==> config.mk <==
export PLATFORM = sky130hd
export DESIGN_NAME = fetch_flat
export DESIGN_NICKNAME = d
export VERILOG_FILES = /design/src/rtl/fetch_if.sv /design/src/rtl/fetch.sv /design/src/flat_wrapper.sv
export SDC_FILE = /design/constraint.sdc
export NUM_CORES = 1
export LEC_CHECK = 0
export BUFFER_PORTS_ARGS = -buffer_cell sky130_fd_sc_hd__buf_4
export CAP_MARGIN = 20
export CORE_UTILIZATION = 35
export DETAILED_ROUTE_END_ITERATION = 16
export GPL_ROUTABILITY_DRIVEN = 1
export GPL_TIMING_DRIVEN = 0
export PLACE_DENSITY = 0.61
export RECOVER_POWER = 25
export SETUP_SLACK_MARGIN = 0.3
export SYNTH_ARGS = -nofsm -noshare
export SYNTH_HDL_FRONTEND = slang
export SYNTH_SLANG_ARGS = --single-unit
==> constraint.sdc <==
create_clock -name clk -period 3.6 [get_ports clk]
set_input_delay 0.72 -clock clk [delete_from_list [all_inputs] [get_ports clk]]
set_output_delay 0.72 -clock clk [all_outputs]
set_load 0.1 [all_outputs]
==> src/rtl/fetch_if.sv <==
// fetch_if: fetch-stage bus bundle (instruction memory, execute redirect, decode handshake)
// master (fetch side) drives imem_req/imem_addr and instruction/pc/inst_valid;
// slave (memory/decode/execute side) drives imem_ready/imem_rvalid/imem_rdata, redirect/redirect_pc, stall.
interface fetch_if;
  logic        imem_req;
  logic [31:0] imem_addr;
  logic        imem_ready;
  logic        imem_rvalid;
  logic [31:0] imem_rdata;
  logic        redirect;
  logic [31:0] redirect_pc;
  logic        stall;
  logic [31:0] instruction;
  logic [31:0] pc;
  logic        inst_valid;
  modport master (
    output imem_req, imem_addr, instruction, pc, inst_valid,
    input  imem_ready, imem_rvalid, imem_rdata, redirect, redirect_pc, stall
  );
  modport slave (
    input  imem_req, imem_addr, instruction, pc, inst_valid,
    output imem_ready, imem_rvalid, imem_rdata, redirect, redirect_pc, stall
  );
endinterface

==> src/rtl/fetch.sv <==
// fetch: single-outstanding instruction fetch stage with redirect and decode valid/stall handshake
// Ports: clk, rst (async, active-high); bus (fetch_if.master) carries the imem request/response,
// the execute redirect and the decode handshake; fetch_misaligned is a sticky flag present only
// when FETCH_ALIGN_CHECK_EN is defined (misaligned redirect locks the stage until rst).
module fetch #(
  parameter logic [31:0] RESET_PC = 32'h0000_0000,
  parameter logic [31:0] NOP_INST = 32'h0000_0013
) (
  input logic     clk,
  input logic     rst,
  fetch_if.master bus
`ifdef FETCH_ALIGN_CHECK_EN
  ,
  output logic    fetch_misaligned
`endif
);
  localparam logic [1:0] REQ   = 2'd0;
  localparam logic [1:0] WAIT  = 2'd1;
  localparam logic [1:0] VALID = 2'd2;
`ifdef FETCH_ALIGN_CHECK_EN
  localparam logic [1:0] ERR   = 2'd3;
`endif
  logic [1:0]  state_q, state_d;
  logic [31:0] fetch_pc_q, fetch_pc_d;
  logic        kill_q, kill_d;
  logic        started_q;
  logic [31:0] instruction_q, instruction_d;
  logic [31:0] pc_q, pc_d;
  logic        inst_valid_q, inst_valid_d;
  logic        accept;
  logic        take_redirect;
  logic [31:0] target;
  assign accept = bus.imem_req && bus.imem_ready;
  assign target = {bus.redirect_pc[31:2], 2'b00};
`ifdef FETCH_ALIGN_CHECK_EN
  logic misaligned_q, misaligned_d;
  logic bad_target;
  assign bad_target       = |bus.redirect_pc[1:0];
  assign take_redirect    = bus.redirect && state_q != ERR;
  assign fetch_misaligned = misaligned_q;
`else
  logic unused_lsb;
  assign unused_lsb    = ^bus.redirect_pc[1:0];
  assign take_redirect = bus.redirect;
`endif
  // started_q holds imem_req low for the first cycle after reset release
  assign bus.imem_req    = started_q && state_q == REQ;
  assign bus.imem_addr   = fetch_pc_q;
  assign bus.instruction = instruction_q;
  assign bus.pc          = pc_q;
  assign bus.inst_valid  = inst_valid_q;
  always_comb begin
    state_d       = state_q;
    fetch_pc_d    = fetch_pc_q;
    kill_d        = kill_q;
    instruction_d = instruction_q;
    pc_d          = pc_q;
    inst_valid_d  = inst_valid_q;
`ifdef FETCH_ALIGN_CHECK_EN
    misaligned_d  = misaligned_q;
`endif
    if (take_redirect) begin
      fetch_pc_d    = target;
      inst_valid_d  = 1'b0;
      instruction_d = NOP_INST;
      // a request already in flight (or accepted now) must have its response discarded
      state_d = state_q == REQ  ? (accept ? WAIT : REQ) :
                state_q == WAIT ? (bus.imem_rvalid ? REQ : WAIT) : REQ;
      kill_d  = state_q == REQ  ? accept :
                state_q == WAIT ? !bus.imem_rvalid : 1'b0;
`ifdef FETCH_ALIGN_CHECK_EN
      if (bad_target) begin
        state_d      = ERR;
        kill_d       = 1'b0;
        misaligned_d = 1'b1;
      end
`endif
    end else begin
      case (state_q)
        REQ: state_d = accept ? WAIT : REQ;
        WAIT: begin
          if (bus.imem_rvalid && kill_q) begin
            kill_d  = 1'b0;
            state_d = REQ;
          end else if (bus.imem_rvalid) begin
            instruction_d = bus.imem_rdata;
            pc_d          = fetch_pc_q;
            inst_valid_d  = 1'b1;
            fetch_pc_d    = fetch_pc_q + 32'd4;
            state_d       = VALID;
          end
        end
        VALID: begin
          if (!bus.stall) begin
            inst_valid_d  = 1'b0;
            instruction_d = NOP_INST;
            state_d       = REQ;
          end
        end
`ifdef FETCH_ALIGN_CHECK_EN
        ERR: state_d = ERR;
`endif
        default: state_d = REQ;
      endcase
    end
  end
  always_ff @(posedge clk or posedge rst) begin
    if (rst) begin
      state_q       <= REQ;
      fetch_pc_q    <= RESET_PC;
      kill_q        <= 1'b0;
      started_q     <= 1'b0;
      instruction_q <= NOP_INST;
      pc_q          <= RESET_PC;
      inst_valid_q  <= 1'b0;
    end else begin
      state_q       <= state_d;
      fetch_pc_q    <= fetch_pc_d;
      kill_q        <= kill_d;
      started_q     <= 1'b1;
      instruction_q <= instruction_d;
      pc_q          <= pc_d;
      inst_valid_q  <= inst_valid_d;
    end
  end
`ifdef FETCH_ALIGN_CHECK_EN
  always_ff @(posedge clk or posedge rst) begin
    if (rst) misaligned_q <= 1'b0;
    else     misaligned_q <= misaligned_d;
  end
`endif
endmodule
==> src/flat_wrapper.sv <==
// flat-port wrapper written by rule: the top's interface ports become plain ports
module fetch_flat 
#(
  parameter logic [31:0] RESET_PC = 32'h0000_0000,
  parameter logic [31:0] NOP_INST = 32'h0000_0013
)
  (clk, rst, bus_imem_req, bus_imem_addr, bus_instruction, bus_pc, bus_inst_valid, bus_imem_ready, bus_imem_rvalid, bus_imem_rdata, bus_redirect, bus_redirect_pc, bus_stall);
  fetch_if bus_i ();
  input logic clk;
  input logic rst;
  output wire logic [$bits(bus_i.imem_req)-1:0] bus_imem_req;
  output wire logic [$bits(bus_i.imem_addr)-1:0] bus_imem_addr;
  output wire logic [$bits(bus_i.instruction)-1:0] bus_instruction;
  output wire logic [$bits(bus_i.pc)-1:0] bus_pc;
  output wire logic [$bits(bus_i.inst_valid)-1:0] bus_inst_valid;
  input wire logic [$bits(bus_i.imem_ready)-1:0] bus_imem_ready;
  input wire logic [$bits(bus_i.imem_rvalid)-1:0] bus_imem_rvalid;
  input wire logic [$bits(bus_i.imem_rdata)-1:0] bus_imem_rdata;
  input wire logic [$bits(bus_i.redirect)-1:0] bus_redirect;
  input wire logic [$bits(bus_i.redirect_pc)-1:0] bus_redirect_pc;
  input wire logic [$bits(bus_i.stall)-1:0] bus_stall;
  assign bus_imem_req = bus_i.imem_req;
  assign bus_imem_addr = bus_i.imem_addr;
  assign bus_instruction = bus_i.instruction;
  assign bus_pc = bus_i.pc;
  assign bus_inst_valid = bus_i.inst_valid;
  assign bus_i.imem_ready = bus_imem_ready;
  assign bus_i.imem_rvalid = bus_imem_rvalid;
  assign bus_i.imem_rdata = bus_imem_rdata;
  assign bus_i.redirect = bus_redirect;
  assign bus_i.redirect_pc = bus_redirect_pc;
  assign bus_i.stall = bus_stall;
  fetch #(.RESET_PC(RESET_PC), .NOP_INST(NOP_INST)) u_core (.clk(clk), .rst(rst), .bus(bus_i));
endmodule
== Word level (Yosys, flattened, before mapping) ==
Index checks and enable logic that the tools add are counted.

* Add/subtract/negate cells: 1
* Equal/unequal tests: 7
* Muxes and demuxes: 28
* Bitwise logic cells: 2
* Reductions and logical operators: 14

{| class="wikitable"
|+ Operators by type and width
! operator !! number
|-
| $mux W32 || 8
|-
| $pmux W32 S2 || 1
|-
| $add A32 B3 Y32 const B || 1
|-
| $mux W2 || 6
|-
| $mux W1 || 11
|-
| $ne A3 B3 Y1 const B || 3
|-
| $reduce_and A4 Y1 || 2
|-
| $pmux W2 S3 || 1
|-
| $reduce_bool A2 Y1 || 3
|-
| $ne A4 B4 Y1 const B || 1
|-
| $reduce_and A2 Y1 || 2
|-
| $logic_and A1 B1 Y1 || 3
|-
| $reduce_and A3 Y1 || 1
|-
| $reduce_bool A3 Y1 || 1
|-
| $eq A2 B1 Y1 const B || 1
|-
| $eq A2 B2 Y1 const B || 1
|-
| $logic_not A2 Y1 || 1
|-
| $ne A2 B2 Y1 const B || 1
|-
| $not A1 Y1 || 2
|-
| $pmux W1 S2 || 1
|-
| $logic_not A1 Y1 || 1
|}

* Bits in registers: 101
* Output and inout bits: 98
* Word-level logic and storage cells: 59

== Longest topological paths before layout ==
Gate-level depths: netlist of run 1.

* Depth after elaboration: 6
* Gate-level depth with buffers: 6
* Depth with buffers taken out: 4

== Worst setup path before layout of run 1 ==
No wires, ideal clock.

* Kind: reg2out
* From: register u_core.state_q[0]
* To: output bus_imem_req
* Data arrival time: 2.654 ns
* Data required time: 2.880 ns
* Setup slack: 0.226 ns
* Cell stages (with the launch flop): 2
* Path through: dfrtp_1 > nor3b_1

* Longest elaborated chain between the ends: 2

{| class="wikitable"
|+ Ends and longest elaborated chain
! item !! line !! text
|-
| start: declaration || fetch.sv:23 || <nowiki>logic [1:0] state_q, state_d;</nowiki>
|-
| start signal: assignment || fetch.sv:117 || <nowiki>state_q <= state_d;</nowiki>
|-
| $logic_not A2 Y1 || fetch.sv:47 || <nowiki>assign bus.imem_req = started_q && state_q == REQ;</nowiki>
|-
| $logic_and A1 B1 Y1 || fetch.sv:47 ||
|-
| end: declaration || flat_wrapper.sv:11 || <nowiki>output wire logic [$bits(bus_i.imem_req)-1:0] bus_imem_req;</nowiki>
|}

Every way passes these cells.

== Worst setup path in the final report of run 1 ==
Same ends and word-level chain as after synthesis.

==> impl_results.md, run 1 <==
* Seq pwr share at 31.6%
* Syn Inst Count at 364
* Wirelength per Cell at 17.34 µm
* Post-CTS Setup Bufs at 0
* Hold buffers post-CTS at 0
* Switching pwr at 2.323 mW
* Final HPWL from detailed placement at 8727 µm
* Violated checks: capacitance limit, slew limit
* Mapped Area at 4273 µm²
* Int Pwr at about 2.2 mW
* Required time worst endpoint at roughly 2.9 ns
* Total Wirelength at 11930 µm
* Clock slew at reported path FFs at about 0.060 ns
* Clock sink count at between 90 and 100
* Final instance area at ~6000 µm²
* Global route overflow at 0
* Finish-stage setup viols at 0
* Finished Layout Cells at 688
* Drt via density at 5.256
* DP Area at 5707 µm²
* Area of the die at 12650 µm²
* CTS root buf: clkbuf_16
* Slew Limit Headroom at -36.99%
* Area taken by multi-input logic gates at 1714 µm²
* Synth warn at 0
* Power per cell area at 764.7 nW/µm²
* Critical Path AT at 1.31 ns
* Fill count at 1077
* Worst clock skew at 0.01092 ns
* Nets at between 600 and 700
* Total chip power at ~4.6 mW
* Num ports at between 150 and 200
* Area leader, netlist: dfrtp_1
* DRC violations left at 0
* GP Congestion at 0.7734
* Post-synth top cells: 94 x dfrtp_1, 31 x nand2_1, 29 x a22o_1, 29 x mux2_2, 20 x or4_1
* Fin crit period at between 2 and 2.5 ns
* Gr usage total at between 10% and 20%
* Number of enable flip-flop cells after synthesis at 0
* Seq cells post-synth at 97
* Vias in the first global route at around 3700
* Die H at 112.5 µm
* Antenna Violating Nets Remaining at 0
* Reg area at 2431 µm²
* Layout area overhead at 39.53%
* DR vias at 3616
* CP Class: reg -> out
* Clock buffer depth at 2
* Synthesized area per cell at about 12 µm²
* Sw Share at 50.95%
* Resize count post-CTS at 0
* Startpoint Class: flop
* CTS tree: built
* Worst vdd ir at 0.5997 mV
* Clk network pwr share at 18.8%
* Min-delay worst type: reg -> reg
* Slew at the pin with the worst max-slew slack at 2.044 ns
* Max Cap Viol at 1
* Async SR Flop Fraction at 100.0%
* Initial core utilization at 36.64%
* RSZ-0062 raised after global routing: no
* Port Buffers at ~160
* Top cells by area, synth: dfrtp_1 55%, mux2_2 7.6%, a22o_1 5.9%, or4_1 3.5%, nand2_1 2.7%
* Antenna violations before repair at 0
* Status: finished with violations
* Largest net degree at the start of global routing at 55
* Crit path capture type: output pin
* Clk Latency, worst-skew pair at between 0.3 and 0.4 ns
* Cell Rows at 39
* Pre-antenna DRT Iters at 5
* Initial DRC count at about 220
* CTS buffer count at 9
* Antenna Cells at 0
* DP Cell Count at 672
* Fin crit share at between 50 and 60%
* Synth cell types at 42
* Ys flop type: dfrtp_1
* Synth top area share at a little under three fifths
* Final Hold Fails at 0
* Core area at 11660 µm²
* Crit path max fanout at 7
* Layout cells sized above 1 at between 40 and 50%
* Number of max-slew violations in the final report at 44
* Die width at 112.5 µm
* Comb pwr share at around 50%
* Post-layout util at 51.12%
* CTS H-tree lvls at 3
* Fmax at 491.6 MHz
* Most frequent cell after synthesis: dfrtp_1
* Leak at ~2.8 nW
* Post-synthesis sequential area ratio at 56.90%
* Worst hold slack at just under 0.5 ns
* First-pass GRT wire length at 19190 µm
## power by group through the flow
stage	Clock (mW)	Sequential [mW]	Combinational, mW
finish	0.858	1.44	2.26
global route	0.932	1.47	2.33
CTS	0.888	1.44	2.27
detailed placement	0	1.46	2.27
global placement	0	1.45	2.25
floorplan	0	2.91	0.300
## critical path: stages, from the launching register on
cell	delay [ns]
dfrtp_1	0.45
nor3b_2	0.21
buf_4	0.31
## metal layers
metal  share of wire [%]  vias up  GRT usage [%]  wire (µm)
li1                    -     1719              -          -
met1                  45     1739          25.76       5367
met2                  46      145          30.97       5516
met3                 7.1       13          4.374        852
met4                 1.7        0          7.467        197
met5                   0        -              0          0
## metrics by stage
step | setup TNS (ns) | setup WS (ns)
after global routing | 0 | 1.420
after global placement | -75.98 | -0.8143
after detailed placement | 0 | 1.207
after CTS | 0 | 1.535
final | 0 | 1.566
after floorplan | 0 | 0.3512
## path summary, 6_finish.rpt
kind / from / to / slack, ns / depth (start not counted)
setup / recovery: u_core.state_q[0]$_DFFE_PP0P_ / bus_imem_req / 1.57 / 2
hold / removal: u_core.bus.pc[10]$_DFFE_PP0P_ / u_core.bus.pc[10]$_DFFE_PP0P_ / 0.48 / 2
setup reg to reg: u_core.state_q[1]$_DFFE_PP0P_ / u_core.bus.pc[6]$_DFFE_PP0P_ / 1.59 / 5
hold reg to reg: u_core.bus.pc[10]$_DFFE_PP0P_ / u_core.bus.pc[10]$_DFFE_PP0P_ / 0.48 / 2
max in group asynchronous: rst / u_core.bus.instruction[11]$_DFFE_PP0P_ / 1.72 / 3
min in group asynchronous: rst / u_core.bus.pc[17]$_DFFE_PP0P_ / 0.92 / 2
## state kept, by name, indices dropped and copies added, names as in the netlist
name and cells:
u_core.bus.imem_addr 30, u_core.bus.inst_valid 1, u_core.bus.instruction 32, u_core.bus.pc 30, u_core.kill_q 1, u_core.started_q 1, u_core.state_q 2
## placed cells by master, fill, tap and decap left out, types with 2 or more instances in the layout
| master | netlist | layout |
|---|---|---|
| or3_1 | 4 | 4 |
| nor2_1 | 17 | 17 |
| mux2_2 | 29 | 29 |
| clkbuf_16 | 0 | 9 |
| buf_2 | 10 | 10 |
| nand4_2 | 2 | 2 |
| conb_1 | 2 | 5 |
| buf_4 | 4 | 164 |
| a31oi_1 | 14 | 14 |
| o22a_1 | 3 | 3 |
| clkinv_2 | 0 | 4 |
| o211ai_1 | 7 | 7 |
| dfstp_2 | 3 | 3 |
| clkbuf_1 | 10 | 13 |
| o21ai_0 | 13 | 13 |
| nand4_1 | 9 | 9 |
| xnor2_1 | 2 | 2 |
| xor2_1 | 6 | 6 |
| or4_1 | 20 | 20 |
| dfrtp_1 | 94 | 94 |
| nand2_1 | 31 | 31 |
| and4_1 | 4 | 4 |
| o31ai_1 | 13 | 13 |
| and2_1 | 3 | 3 |
| a21oi_1 | 2 | 2 |
| inv_1 | 3 | 2 |
| nand3_1 | 13 | 13 |
| a22o_1 | 29 | 29 |
## cell families (layout without fill, tap and decap cells)
logic type               after synthesis  count (layout)  share of synthesized area, %
AO/OA/AOI/OAI                         84              84                         14.52
XOR/XNOR                               8               8                         1.640
adder cells (fa/ha/maj)                1               1                        0.2928
buffers and inverters                 29             207                         3.368
flip-flops                            97              97                         56.90
multiplexers                          30              30                         7.877
other                                  2               5                        0.1758
AND/OR/NAND/NOR                      113             113                         15.23
## final cells by class
| type | instances | area share [%] |
|---|---|---|
| plain buffers | 25 | 2.162 |
| clock buffers | 12 | 3.966 |
| clock inverters | 4 | 0.3358 |
| inverters | 4 | 0.2728 |
| multi-input cells | 241 | 28.75 |
| flip-flops and latches | 97 | 40.78 |
| well taps | 143 | 3.001 |
| repair buffers | 162 | 20.73 |
(Power assumes the default switching activity.)
==> run 2: changes to the inputs <==
==> constraint.sdc (replaced) <==
create_clock -name clk -period 2.1 [get_ports clk]
set_input_delay 0.42 -clock clk [delete_from_list [all_inputs] [get_ports clk]]
set_output_delay 0.42 -clock clk [all_outputs]
set_load 0.1 [all_outputs]
==> run 2 against run 1 <==
Compared with the run above: the run now ends clean; power increased by 78%; critical path depth is 3 higher; worst setup slack worse by 1.3 ns; routed wire length rose by 4.1%; global-route usage up 1.0 points; sequential power grew 74%; combinational power grew 73%; die area is the same; via count rose by 3.5%; first-iteration DRC count fell by 28%; count of clock-buffer cells in the layout rose by 2; worst hold slack worse by 0.20 ns; largest power group unchanged.
==> impl_results.md, run 2 (synthesis results as in run 1) <==
* Drt via density at 5.346
* Vias in the first global route at 3646
* Finished Layout Cells at 700
* Min-delay worst type: in -> async
* Total chip power at 8.096 mW
* Initial DRC count at 160
* Die width at 112.5 µm
* Num ports at 168
* Final WS setup at about 0.30 ns
* RSZ-0062 raised after global routing: yes
* Port Buffers at 161
* CP Class: reg -> reg
* Crit path max fanout at 8
* Die H at 112.5 µm
* First-pass GRT wire length at 19920 µm
* Clock sink count at 97
* Antenna Cells at 0
* Worst vdd ir at about 0.97 mV
* Global route overflow at 0
* Worst clock skew at 0.009353 ns
* CTS buffer count at 9
* Startpoint Class: flop
* Required time worst endpoint at approximately 2.4 ns
* Max reg flops at 32
* GP Congestion at 0.8128
* Critical Path AT at 2.05 ns
* Fin crit share at 85.50%
* Crit path from: u_core.state_q[1]$_DFFE_PP0P_
* Area of the die at ~13000 µm²
* Antenna Violating Nets Remaining at 0
* Hold buffers post-CTS at 0
* Final Hold Fails at 0
* Number of max-slew violations in the final report at 0
* Reg area at 2467 µm²
* DR vias at ~3700
* DRC violations left at 0
* CTS H-tree lvls at 3
* Antenna violations before repair at 0
* Initial core utilization at between 30% and 40%
* Place WS at -0.01389 ns
* Max Cap Viol at 0
* Fin crit period at 1.796 ns
* Commonest non-fill, non-tap cells in the layout: 178 x buf_4, 65 x dfrtp_1, 30 x nand2_1
* Fill count at 1048
* Power per cell area at 1289 nW/µm²
* Clock slew at reported path FFs at 0.06 ns
* Fmax at 556.9 MHz
* R2R Path Start: u_core.state_q[1]$_DFFE_PP0P_
* Pre-antenna DRT Iters at 4
* Total Wirelength at between 10000 and 15000 µm
* Core area at 11660 µm²
* DP Cell Count at 673
* Cell Rows at 39
* Crit path capture type: flop
* Clock buffer depth at 2
* Status: finished clean
* Layout area overhead at 46.97%
* Largest net degree at the start of global routing at 40
* Finish-stage setup viols at 0
* Slew at the pin with the worst max-slew slack at 1.061 ns
* Slew Limit Headroom at 28.90%
* Wirelength per Cell at 17.74 µm
* Leading cell type in the layout, fill and taps excluded: buf_4
* Leak at 2.900 nW
* Gr usage total at 20.44%
* Final HPWL from detailed placement at 8965 µm
* Clk Latency, worst-skew pair at 0.34 ns
* Layout cells sized above 1 at 52.06%
* Area taken by multi-input logic gates at 1800 µm²
* CTS tree: built
* CTS root buf: clkbuf_16
* Nets at 623
[run 2: changes by cell type in the layout (fill, tap and decap cells not counted), moves of 3 or more]
cell      previous run  this run
dfrtp_1             94        65
dfrtp_2              0        29
buf_4              164       178
buf_2               10         3
clkbuf_1            13         8
clkinv_2             4         0
or4_1               20        16
or4_4                0         4
buf_6                1         4
clkbuf_2             0         3
clkbuf_8             0         3
[run 2: path summary, 6_finish.rpt]
path                            depth (start not counted)  slack (ns)                               endpoint
worst max-delay path                                    5        0.30   u_core.bus.imem_addr[18]$_DFFE_PP0P_
worst min-delay path                                    2        0.28          u_core.bus.pc[13]$_DFFE_PP0P_
worst max register to register                          5        0.30   u_core.bus.imem_addr[18]$_DFFE_PP0P_
worst min register to register                          2        0.48      u_core.bus.inst_valid$_DFFE_PP0P_
max in group asynchronous                               3        1.08  u_core.bus.instruction[1]$_DFFE_PP1P_
min in group clk                                        3        0.28    u_core.bus.imem_addr[2]$_DFFE_PP0P_
[run 2: where the power goes]
part / switching [mW] / leakage, nW / internal (mW)
logic: 3.07 / 1.57 / 0.849
registers: 0.264 / 1.18 / 2.23
clock network: 0.688 / 0.147 / 0.993
[run 2: repair_timing]
item                                    4_1_cts  5_1_grt
endpoints found under the setup margin       41       80
pin swaps                                     8       12
gates resized for setup                       9       22
setup buffers                                 3        8
[run 2: final cells by class]
class / count / share of cell area (%)
Sequential cell: 97 / 39.29
Multi-Input combinational cell: 241 / 28.67
Timing Repair Buffer: 174 / 21.32
Clock buffer: 14 / 4.204
Tap cell: 143 / 2.849
Buffer: 25 / 2.789
Clock inverter: 2 / 0.6177
Inverter: 4 / 0.2590
[run 2: critical path, cell delays in order, from the launching register on]
cell,delay [ns]
dfrtp_2,0.42
and4bb_4,0.36
nand4_4,0.18
buf_6,0.18
or4_4,0.40
a31oi_1,0.17
[run 2: stage by stage]
step / utilization (%) / instance area [µm²] / TNS [ns] / hold WS, ns
floorplan: - / 4377 / 0 / 0.5085
global placement: 49.43 / 5764 / -16.79 / 0.4604
detailed placement: 49.77 / 5804 / -0.01389 / 0.4644
CTS: 52.77 / 6155 / 0 / 0.1270
global route: 53.85 / 6280 / 0 / 0.2850
finish: 53.85 / 6280 / 0 / 0.2824
[run 2: per-layer routing]
metal	vias up	share of wire [%]	GRT usage (%)	wire, µm
met1	1837	43	27.20	5347
met4	0	2.2	9.067	274
met5	-	0	0	0
met2	139	49	32.80	6071
met3	18	5.8	3.618	725
li1	1748	-	-	-
